### src/rtl/pic_command_sequencer.sv
// 8259A-style command sequencer: synchronises CPU strobes, walks ICW1..ICW4, decodes OCW1..OCW3.
// Optional poll mode is compiled in with `define PIC_POLL_EN.

module pic_cmd_sync #(
  parameter int   STAGES  = 2,
  parameter logic RST_VAL = 1'b1
) (
  input  logic clk,
  input  logic reset,
  input  logic d,
  output logic q
);
  logic [STAGES-1:0] vld_pipe;

  always_ff @(posedge clk or posedge reset) begin
    if (reset) vld_pipe <= {STAGES{RST_VAL}};
    else       vld_pipe <= {vld_pipe[STAGES-2:0], d};
  end

  assign q = vld_pipe[STAGES-1];
endmodule

module pic_command_sequencer #(
  parameter int SYNC_STAGES = 2,
  parameter int NUM_IRQ     = 8
) (
  input  logic               clk,
  input  logic               reset,
  input  logic               chip_select_bar,
  input  logic               read_bar,
  input  logic               write_bar,
  input  logic               A0,
  input  logic [7:0]         data_in,
  output logic [7:0]         data_out,
  output logic               data_out_en,
  input  logic [NUM_IRQ-1:0] irr_in,
  input  logic [NUM_IRQ-1:0] isr_in,
  output logic               ICW_1_flag,
  output logic               ICW_2_flag,
  output logic               ICW_3_flag,
  output logic               ICW_4_flag,
  output logic               OCW_1_flag,
  output logic               OCW_2_flag,
  output logic               OCW_3_flag,
  output logic               write_ignored,
  output logic               init_done,
  output logic               ltim,
  output logic               sngl,
  output logic               ic4,
  output logic [4:0]         vector_base,
  output logic [7:0]         cascade_cfg,
  output logic               upm,
  output logic               aeoi,
  output logic               ms,
  output logic               buf_mode,
  output logic               sfnm,
  output logic [NUM_IRQ-1:0] imr,
  output logic [7:0]         ocw2_cmd,
  output logic               ris,
  output logic               smm,
  output logic               poll_ack
);
  typedef enum logic [2:0] {IDLE, WAIT_ICW2, WAIT_ICW3, WAIT_ICW4, READY} state_t;

  // Strobe lanes {a0, wr, rd, cs}; the active-low strobes idle high out of reset
  // so no phantom edge appears on release.
  localparam logic [3:0] SYNC_RST = 4'b0110;

  logic [3:0] raw, syn;
  logic       cs_s, rd_s, wr_s, a0_s;

  assign raw = {A0, write_bar, read_bar, chip_select_bar};

  for (genvar gi = 0; gi < 4; gi++) begin : g_sync
    pic_cmd_sync #(.STAGES(SYNC_STAGES), .RST_VAL(SYNC_RST[gi])) u_sync (
      .clk(clk), .reset(reset), .d(raw[gi]), .q(syn[gi]));
  end

  assign cs_s = syn[0];
  assign rd_s = syn[1];
  assign wr_s = syn[2];
  assign a0_s = syn[3];

  // Write capture and commit detect
  logic       wr_s_q, wr_seen, wr_a0, commit;
  logic [7:0] wr_data;

  assign commit = wr_s & ~wr_s_q & wr_seen;

  always_ff @(posedge clk or posedge reset) begin
    if (reset) begin
      wr_s_q  <= 1'b1;
      wr_seen <= 1'b0;
      wr_a0   <= 1'b0;
      wr_data <= '0;
    end else begin
      wr_s_q <= wr_s;
      if (!cs_s && !wr_s) begin
        wr_seen <= 1'b1;
        wr_a0   <= a0_s;
        wr_data <= data_in;
      end else if (commit) begin
        wr_seen <= 1'b0;
      end
    end
  end

  // Init FSM and command decode
  state_t state, state_nxt;
  logic   do_icw1, do_icw2, do_icw3, do_icw4, do_ocw1, do_ocw2, do_ocw3, do_ign;

  always_ff @(posedge clk or posedge reset) begin
    if (reset) state <= IDLE;
    else       state <= state_nxt;
  end

  always_comb begin
    state_nxt = state;
    do_icw1 = 1'b0; do_icw2 = 1'b0; do_icw3 = 1'b0; do_icw4 = 1'b0;
    do_ocw1 = 1'b0; do_ocw2 = 1'b0; do_ocw3 = 1'b0; do_ign  = 1'b0;
    if (commit) begin
      if (!wr_a0) begin
        if (wr_data[4]) begin
          do_icw1   = 1'b1;
          state_nxt = WAIT_ICW2;
        end else if (state != READY) begin
          do_ign = 1'b1;
        end else if (wr_data[3]) begin
          do_ocw3 = 1'b1;
        end else begin
          do_ocw2 = 1'b1;
        end
      end else begin
        case (state)
          IDLE: do_ign = 1'b1;
          WAIT_ICW2: begin
            do_icw2   = 1'b1;
            state_nxt = !sngl ? WAIT_ICW3 : (ic4 ? WAIT_ICW4 : READY);
          end
          WAIT_ICW3: begin
            do_icw3   = 1'b1;
            state_nxt = ic4 ? WAIT_ICW4 : READY;
          end
          WAIT_ICW4: begin
            do_icw4   = 1'b1;
            state_nxt = READY;
          end
          READY:   do_ocw1 = 1'b1;
          default: state_nxt = IDLE;
        endcase
      end
    end
  end

  assign init_done = (state == READY);

  // Configuration registers and commit pulses
  always_ff @(posedge clk or posedge reset) begin
    if (reset) begin
      ICW_1_flag <= 1'b0; ICW_2_flag <= 1'b0; ICW_3_flag <= 1'b0; ICW_4_flag <= 1'b0;
      OCW_1_flag <= 1'b0; OCW_2_flag <= 1'b0; OCW_3_flag <= 1'b0;
      write_ignored <= 1'b0;
      ltim <= 1'b0; sngl <= 1'b0; ic4 <= 1'b0;
      vector_base <= '0;
      cascade_cfg <= '0;
      upm <= 1'b0; aeoi <= 1'b0; ms <= 1'b0; buf_mode <= 1'b0; sfnm <= 1'b0;
      imr <= '0;
      ocw2_cmd <= '0;
      ris <= 1'b0;
      smm <= 1'b0;
    end else begin
      ICW_1_flag <= do_icw1; ICW_2_flag <= do_icw2; ICW_3_flag <= do_icw3; ICW_4_flag <= do_icw4;
      OCW_1_flag <= do_ocw1; OCW_2_flag <= do_ocw2; OCW_3_flag <= do_ocw3;
      write_ignored <= do_ign;
      if (do_icw1) begin
        ltim <= wr_data[3];
        sngl <= wr_data[1];
        ic4  <= wr_data[0];
        upm <= 1'b0; aeoi <= 1'b0; ms <= 1'b0; buf_mode <= 1'b0; sfnm <= 1'b0;
        imr <= '0;
        ris <= 1'b0;
        smm <= 1'b0;
      end
      if (do_icw2) vector_base <= wr_data[7:3];
      if (do_icw3) cascade_cfg <= wr_data;
      if (do_icw4) begin
        upm      <= wr_data[0];
        aeoi     <= wr_data[1];
        ms       <= wr_data[2];
        buf_mode <= wr_data[3];
        sfnm     <= wr_data[4];
      end
      if (do_ocw1) imr <= wr_data[NUM_IRQ-1:0];
      if (do_ocw2) ocw2_cmd <= wr_data;
      if (do_ocw3) begin
        if (wr_data[1]) ris <= wr_data[0];
        if (wr_data[6]) smm <= wr_data[5];
      end
    end
  end

  // Read-back: zero-extend the NUM_IRQ-wide sources to the byte bus
  logic [7:0] rd_imr, rd_irr, rd_isr, rd_mux;

  always_comb begin
    rd_imr = '0;
    rd_irr = '0;
    rd_isr = '0;
    for (int i = 0; i < NUM_IRQ; i++) begin
      rd_imr[i] = imr[i];
      rd_irr[i] = irr_in[i];
      rd_isr[i] = isr_in[i];
    end
    rd_mux = a0_s ? rd_imr : (ris ? rd_isr : rd_irr);
  end

`ifdef PIC_POLL_EN
  logic               poll_armed, rd_s_q, rd_seen, rd_a0, rd_rise, poll_int;
  logic [2:0]         poll_w;
  logic [NUM_IRQ-1:0] pend;

  assign rd_rise = rd_s & ~rd_s_q;

  always_comb begin
    pend     = irr_in & ~imr;
    poll_int = |pend;
    poll_w   = '0;
    for (int i = NUM_IRQ-1; i >= 0; i--)
      if (pend[i]) poll_w = 3'(i);
    data_out = (poll_armed && !a0_s) ? {poll_int, 4'b0000, poll_w} : rd_mux;
  end

  // A read only counts if it was not overlapped by a write (write wins)
  always_ff @(posedge clk or posedge reset) begin
    if (reset) begin
      rd_s_q     <= 1'b1;
      rd_seen    <= 1'b0;
      rd_a0      <= 1'b0;
      poll_armed <= 1'b0;
      poll_ack   <= 1'b0;
    end else begin
      rd_s_q   <= rd_s;
      poll_ack <= 1'b0;
      if (!cs_s && !rd_s && wr_s) begin
        rd_seen <= 1'b1;
        rd_a0   <= a0_s;
      end else if (rd_rise) begin
        rd_seen <= 1'b0;
      end
      if (do_icw1) begin
        poll_armed <= 1'b0;
      end else if (do_ocw3 && wr_data[2]) begin
        poll_armed <= 1'b1;
      end else if (rd_rise && rd_seen && !rd_a0 && poll_armed) begin
        poll_armed <= 1'b0;
        poll_ack   <= poll_int;
      end
    end
  end
`else
  logic unused_rd;

  assign unused_rd = rd_s;
  assign data_out  = rd_mux;
  assign poll_ack  = 1'b0;
`endif

  assign data_out_en = !chip_select_bar & !read_bar & write_bar;

endmodule

### config.mk
export PLATFORM = sky130hd
export DESIGN_NAME = pic_command_sequencer
export DESIGN_NICKNAME = d
export VERILOG_FILES = /design/src/rtl/pic_command_sequencer.sv
export SDC_FILE = /design/constraint.sdc
export NUM_CORES = 1
export LEC_CHECK = 0
export ABC_AREA = 1
export CORE_UTILIZATION = 55
export CTS_CLUSTER_DIAMETER = 120
export DETAILED_ROUTE_END_ITERATION = 12
export DONT_BUFFER_PORTS = 1
export PLACE_DENSITY_LB_ADDON = 0.1
export SYNTH_ARGS = -nofsm -noshare
export SYNTH_HDL_FRONTEND = slang
export SYNTH_HIERARCHICAL = 1
export SYNTH_SLANG_ARGS = --single-unit
### constraint.sdc
create_clock -name clk -period 5.5 [get_ports clk]
set_input_delay 1.1 -clock clk [delete_from_list [all_inputs] [get_ports clk]]
set_output_delay 1.1 -clock clk [all_outputs]
set_load 0.01 [all_outputs]
==> results.py <==
metrics = {
    "status": {
        "outcome": "finished clean",
    },
    "logic_synthesis": {
        "post_synth_top_flop": "sky130_fd_sc_hd__dfrtp_1",
        "post_synth_edffs": 0,
        "asyncSetResetFlopFracSynth_pct": 100,
        "synth_xor_area_share_pct": 0,
        "muxShareOfSynthArea_pct": 0,
        "yosys.cell_types.count": 28,
        "synth_compound_area_share_pct": 10.6,
        "ys_seq_elements": 67,
        "postSynthAreaPerCell_um2": 9.22,
        "yosys_warnings": 6,
        "synthCells": 309,
        "adder_and_majority_gate_portion_of_the_synthesized_area_pct": 0,
        "post_synth_and_or_nand_nor_area_fraction_pct": 23.5,
        "dominant_combinational_cell_family_by_area_after_synthesis": "simple AND/OR/NAND/NOR gates",
        "syn-cell-area_um2": 2850,
        "synth_sequential_area_ratio_pct": 59.0,
        "synth.net_count": 339,
    },
    "critical_path": {
        "worst-endpoint-required_ps": 4400,
        "startpoint": "ris",
        "worstSetupEndpointType": "primary output",
        "reg2reg_setup_slack_ps": 3970,
        "setup.worst_path.class": "register to primary output",
        "regToRegStartpoint": "g_sync[2].u_sync/vld_pipe[1]",
        "worst_setup_path_start_kind": "register",
        "path_max_fanout": 10,
        "worst_ep_arrival_time_ps": 1510,
    },
    "cells_and_area": {
        "finish.net_count": 342,
        "layout-area-overhead-vs-synth_pct": 6.98,
        "post_route_cell_area_um2": 3050,
        "post_route_cells_drive_above_1_share_pct": 14.8,
        "utilization_pct": 62.9,
        "antennaDiodeCount": 0,
        "final_cell_count_no_fill": 384,
    },
    "grt": {
        "grt_usage_pct": 22.8,
        "grt_max_degree": 62,
        "grt_antenna_before_repair": 0,
        "grt.overflow.total": 0,
        "grt_first_pass_wirelength_um": 9030,
        "via_count_of_the_first_global_routing_pass": 1909,
    },
    "power_and_ir_drop": {
        "p_per_area_nw_per_um2": 377,
        "p_leak_nw": 1.60,
        "totalPowerFinal_mw": 1.15,
        "peak_supply_drop_mv": 0.315,
    },
    "clocking": {
        "ctsResizeCount": 0,
        "htree_levels": 3,
        "tritoncts_num_sinks": 67,
        "setup_repair_bufs_after_cts": 0,
        "cts.clk_slew.worst_paths_ps": 70,
        "worstSkewPairLatency_ps": 340,
        "cts_hold_buf": 0,
        "max-clock-path-buffers": 2,
        "tritoncts_clock_tree": "done",
        "cts_buffers": 9,
        "root_buffer": "sky130_fd_sc_hd__clkbuf_8",
    },
    "timing": {
        "final_hold_viol_count": 0,
        "clock-skew-final_ps": 10.9,
        "min_period_ps": 2610,
        "drv_slew": 0,
        "fin_crit_sh_pct": 47.4,
        "fmax_mhz": 384,
        "setup_repair_after_global_routing_missed_its_margin": "false",
        "setup_viol_count_final": 0,
        "worst-slew-pin-transition_ps": 754,
        "worst_slew_margin_rel_pct": 49.7,
        "fin_setup_tns_ps": 0,
    },
    "floorplanning": {
        "fp-row-count": 25,
        "floorplan.die.height_um": 74.0,
        "io_pins": 88,
        "die-area_um2": 5470,
        "initial_core_util_pct": 58.8,
        "fp.dieW_um": 74.0,
        "core_area_um2": 4850,
    },
    "routing": {
        "detail_route.iter0.violations": 104,
        "drt-pass1-iter-count": 5,
        "routedWlPerCell_um": 14.9,
        "post-route-drc-count": 0,
        "drt-vias-per-instance": 5.25,
        "dr_total_vias": 2017,
        "postRouteAntennaNets": 0,
        "routed_wirelength_um": 5720,
    },
    "place": {
        "dp_hpwl_um": 4060,
        "place.port_buffers": 0,
        "postPlaceCellArea_um2": 2880,
        "placedCellCount": 368,
        "gp_congestion": 0.886,
    },
    "worst_hold_path": {
        "min-delay-start": "g_sync[3].u_sync/vld_pipe[0]",
        "worst_hold_path_class": "register to register",
    },
    "run": {
        "max_cap_viol_count": 0,
    },
}
[kinds of logic (layout without fill, tap and decap cells)]
kind of cell,Yosys count,in the layout
other,1,1
AND/OR/NAND/NOR,148,148
buffers and inverters,43,51
flip-flops,67,67
AO/OA/AOI/OAI,50,50
[registers in the layout (all words and copies together), names as in the netlist, 3 cells and up]
register,flops
state,3
wr_data,8
vector_base,5
g_sync.u_sync/vld_pipe,6
cascade_cfg,8
ocw2_cmd,8
imr,8
[final cells by class]
class | instances | area [um^2]
multi-input cells | 199 | 976
flip-flops and latches | 67 | 1680
well taps | 67 | 83.8
clock buffers | 10 | 128
fillers | 421 | 1800
clock inverters | 6 | 43.8
inverters | 34 | 130
repair buffers | 1 | 7.51
[layer usage]
layer	track usage (%)	share of wire [%]
met1	28.9	44
met2	35.8	45
met3	7.45	8.6
met4	10.9	1.9
met5	0	0
[Yosys cell counts, types with 3 or more instances]
library cell | count | area share, %
sky130_fd_sc_hd__buf_6 | 3 | 1.2
sky130_fd_sc_hd__o21ai_1 | 5 | 0.88
sky130_fd_sc_hd__dfrtp_1 | 64 | 56
sky130_fd_sc_hd__nand2_1 | 88 | 12
sky130_fd_sc_hd__a21oi_1 | 18 | 3.2
sky130_fd_sc_hd__nor2_4 | 3 | 1.2
sky130_fd_sc_hd__inv_1 | 31 | 4.1
sky130_fd_sc_hd__nor2_1 | 19 | 2.5
sky130_fd_sc_hd__buf_2 | 3 | 0.53
sky130_fd_sc_hd__nand2_2 | 3 | 0.66
sky130_fd_sc_hd__o21ai_2 | 14 | 4.3
sky130_fd_sc_hd__nand4_1 | 3 | 0.66
sky130_fd_sc_hd__o21ai_0 | 13 | 2.3
sky130_fd_sc_hd__nand3_1 | 22 | 3.9
sky130_fd_sc_hd__nor3_1 | 3 | 0.53
sky130_fd_sc_hd__dfstp_2 | 3 | 2.8
[worst paths after layout]
check	endpoint	cells after the start
min in group asynchronous	g_sync[3].u_sync/vld_pipe[1]	1
max in group asynchronous	smm	2
max	data_out[2]	3
min	g_sync[3].u_sync/vld_pipe[1]	0
min reg2reg	g_sync[3].u_sync/vld_pipe[1]	0
max reg2reg	cascade_cfg[2]	5
[per-stage QoR]
stage               setup WS, ps  hold WS, ps
finish                      2890          355
global route                2760          368
CTS                         2910          359
detailed placement          2970          342
global placement            2960          333
floorplan                   2890          331
[critical path, stage by stage, from the launching register on]
cell and delay (ps):
sky130_fd_sc_hd__dfrtp_1 580, sky130_fd_sc_hd__clkinv_1 330, sky130_fd_sc_hd__nand2_1 130, sky130_fd_sc_hd__a21oi_1 120
[power by group]
part	internal [mW]	switching (mW)	total, mW
Sequential	0.553	0.0839	0.637
Combinational	0.0520	0.105	0.157
Clock	0.164	0.191	0.355
[cells in the final DEF (no fill, tap or decap), types with 2 or more instances in the layout]
cell	count
sky130_fd_sc_hd__a21oi_1	18
sky130_fd_sc_hd__clkbuf_8	9
sky130_fd_sc_hd__clkinv_2	2
sky130_fd_sc_hd__clkinv_4	3
sky130_fd_sc_hd__dfrtp_1	64
sky130_fd_sc_hd__dfstp_2	3
sky130_fd_sc_hd__inv_1	30
sky130_fd_sc_hd__inv_2	2
sky130_fd_sc_hd__nand2_1	88
sky130_fd_sc_hd__nand2_2	3
sky130_fd_sc_hd__nand3_1	22
sky130_fd_sc_hd__nand4_1	3
sky130_fd_sc_hd__nor2_1	19
sky130_fd_sc_hd__nor2_2	2
sky130_fd_sc_hd__nor2_4	3
sky130_fd_sc_hd__nor3_1	3
sky130_fd_sc_hd__o21ai_0	13
sky130_fd_sc_hd__o21ai_1	5
sky130_fd_sc_hd__o21ai_2	14
Note: power is estimated with default switching activity, not from simulation.
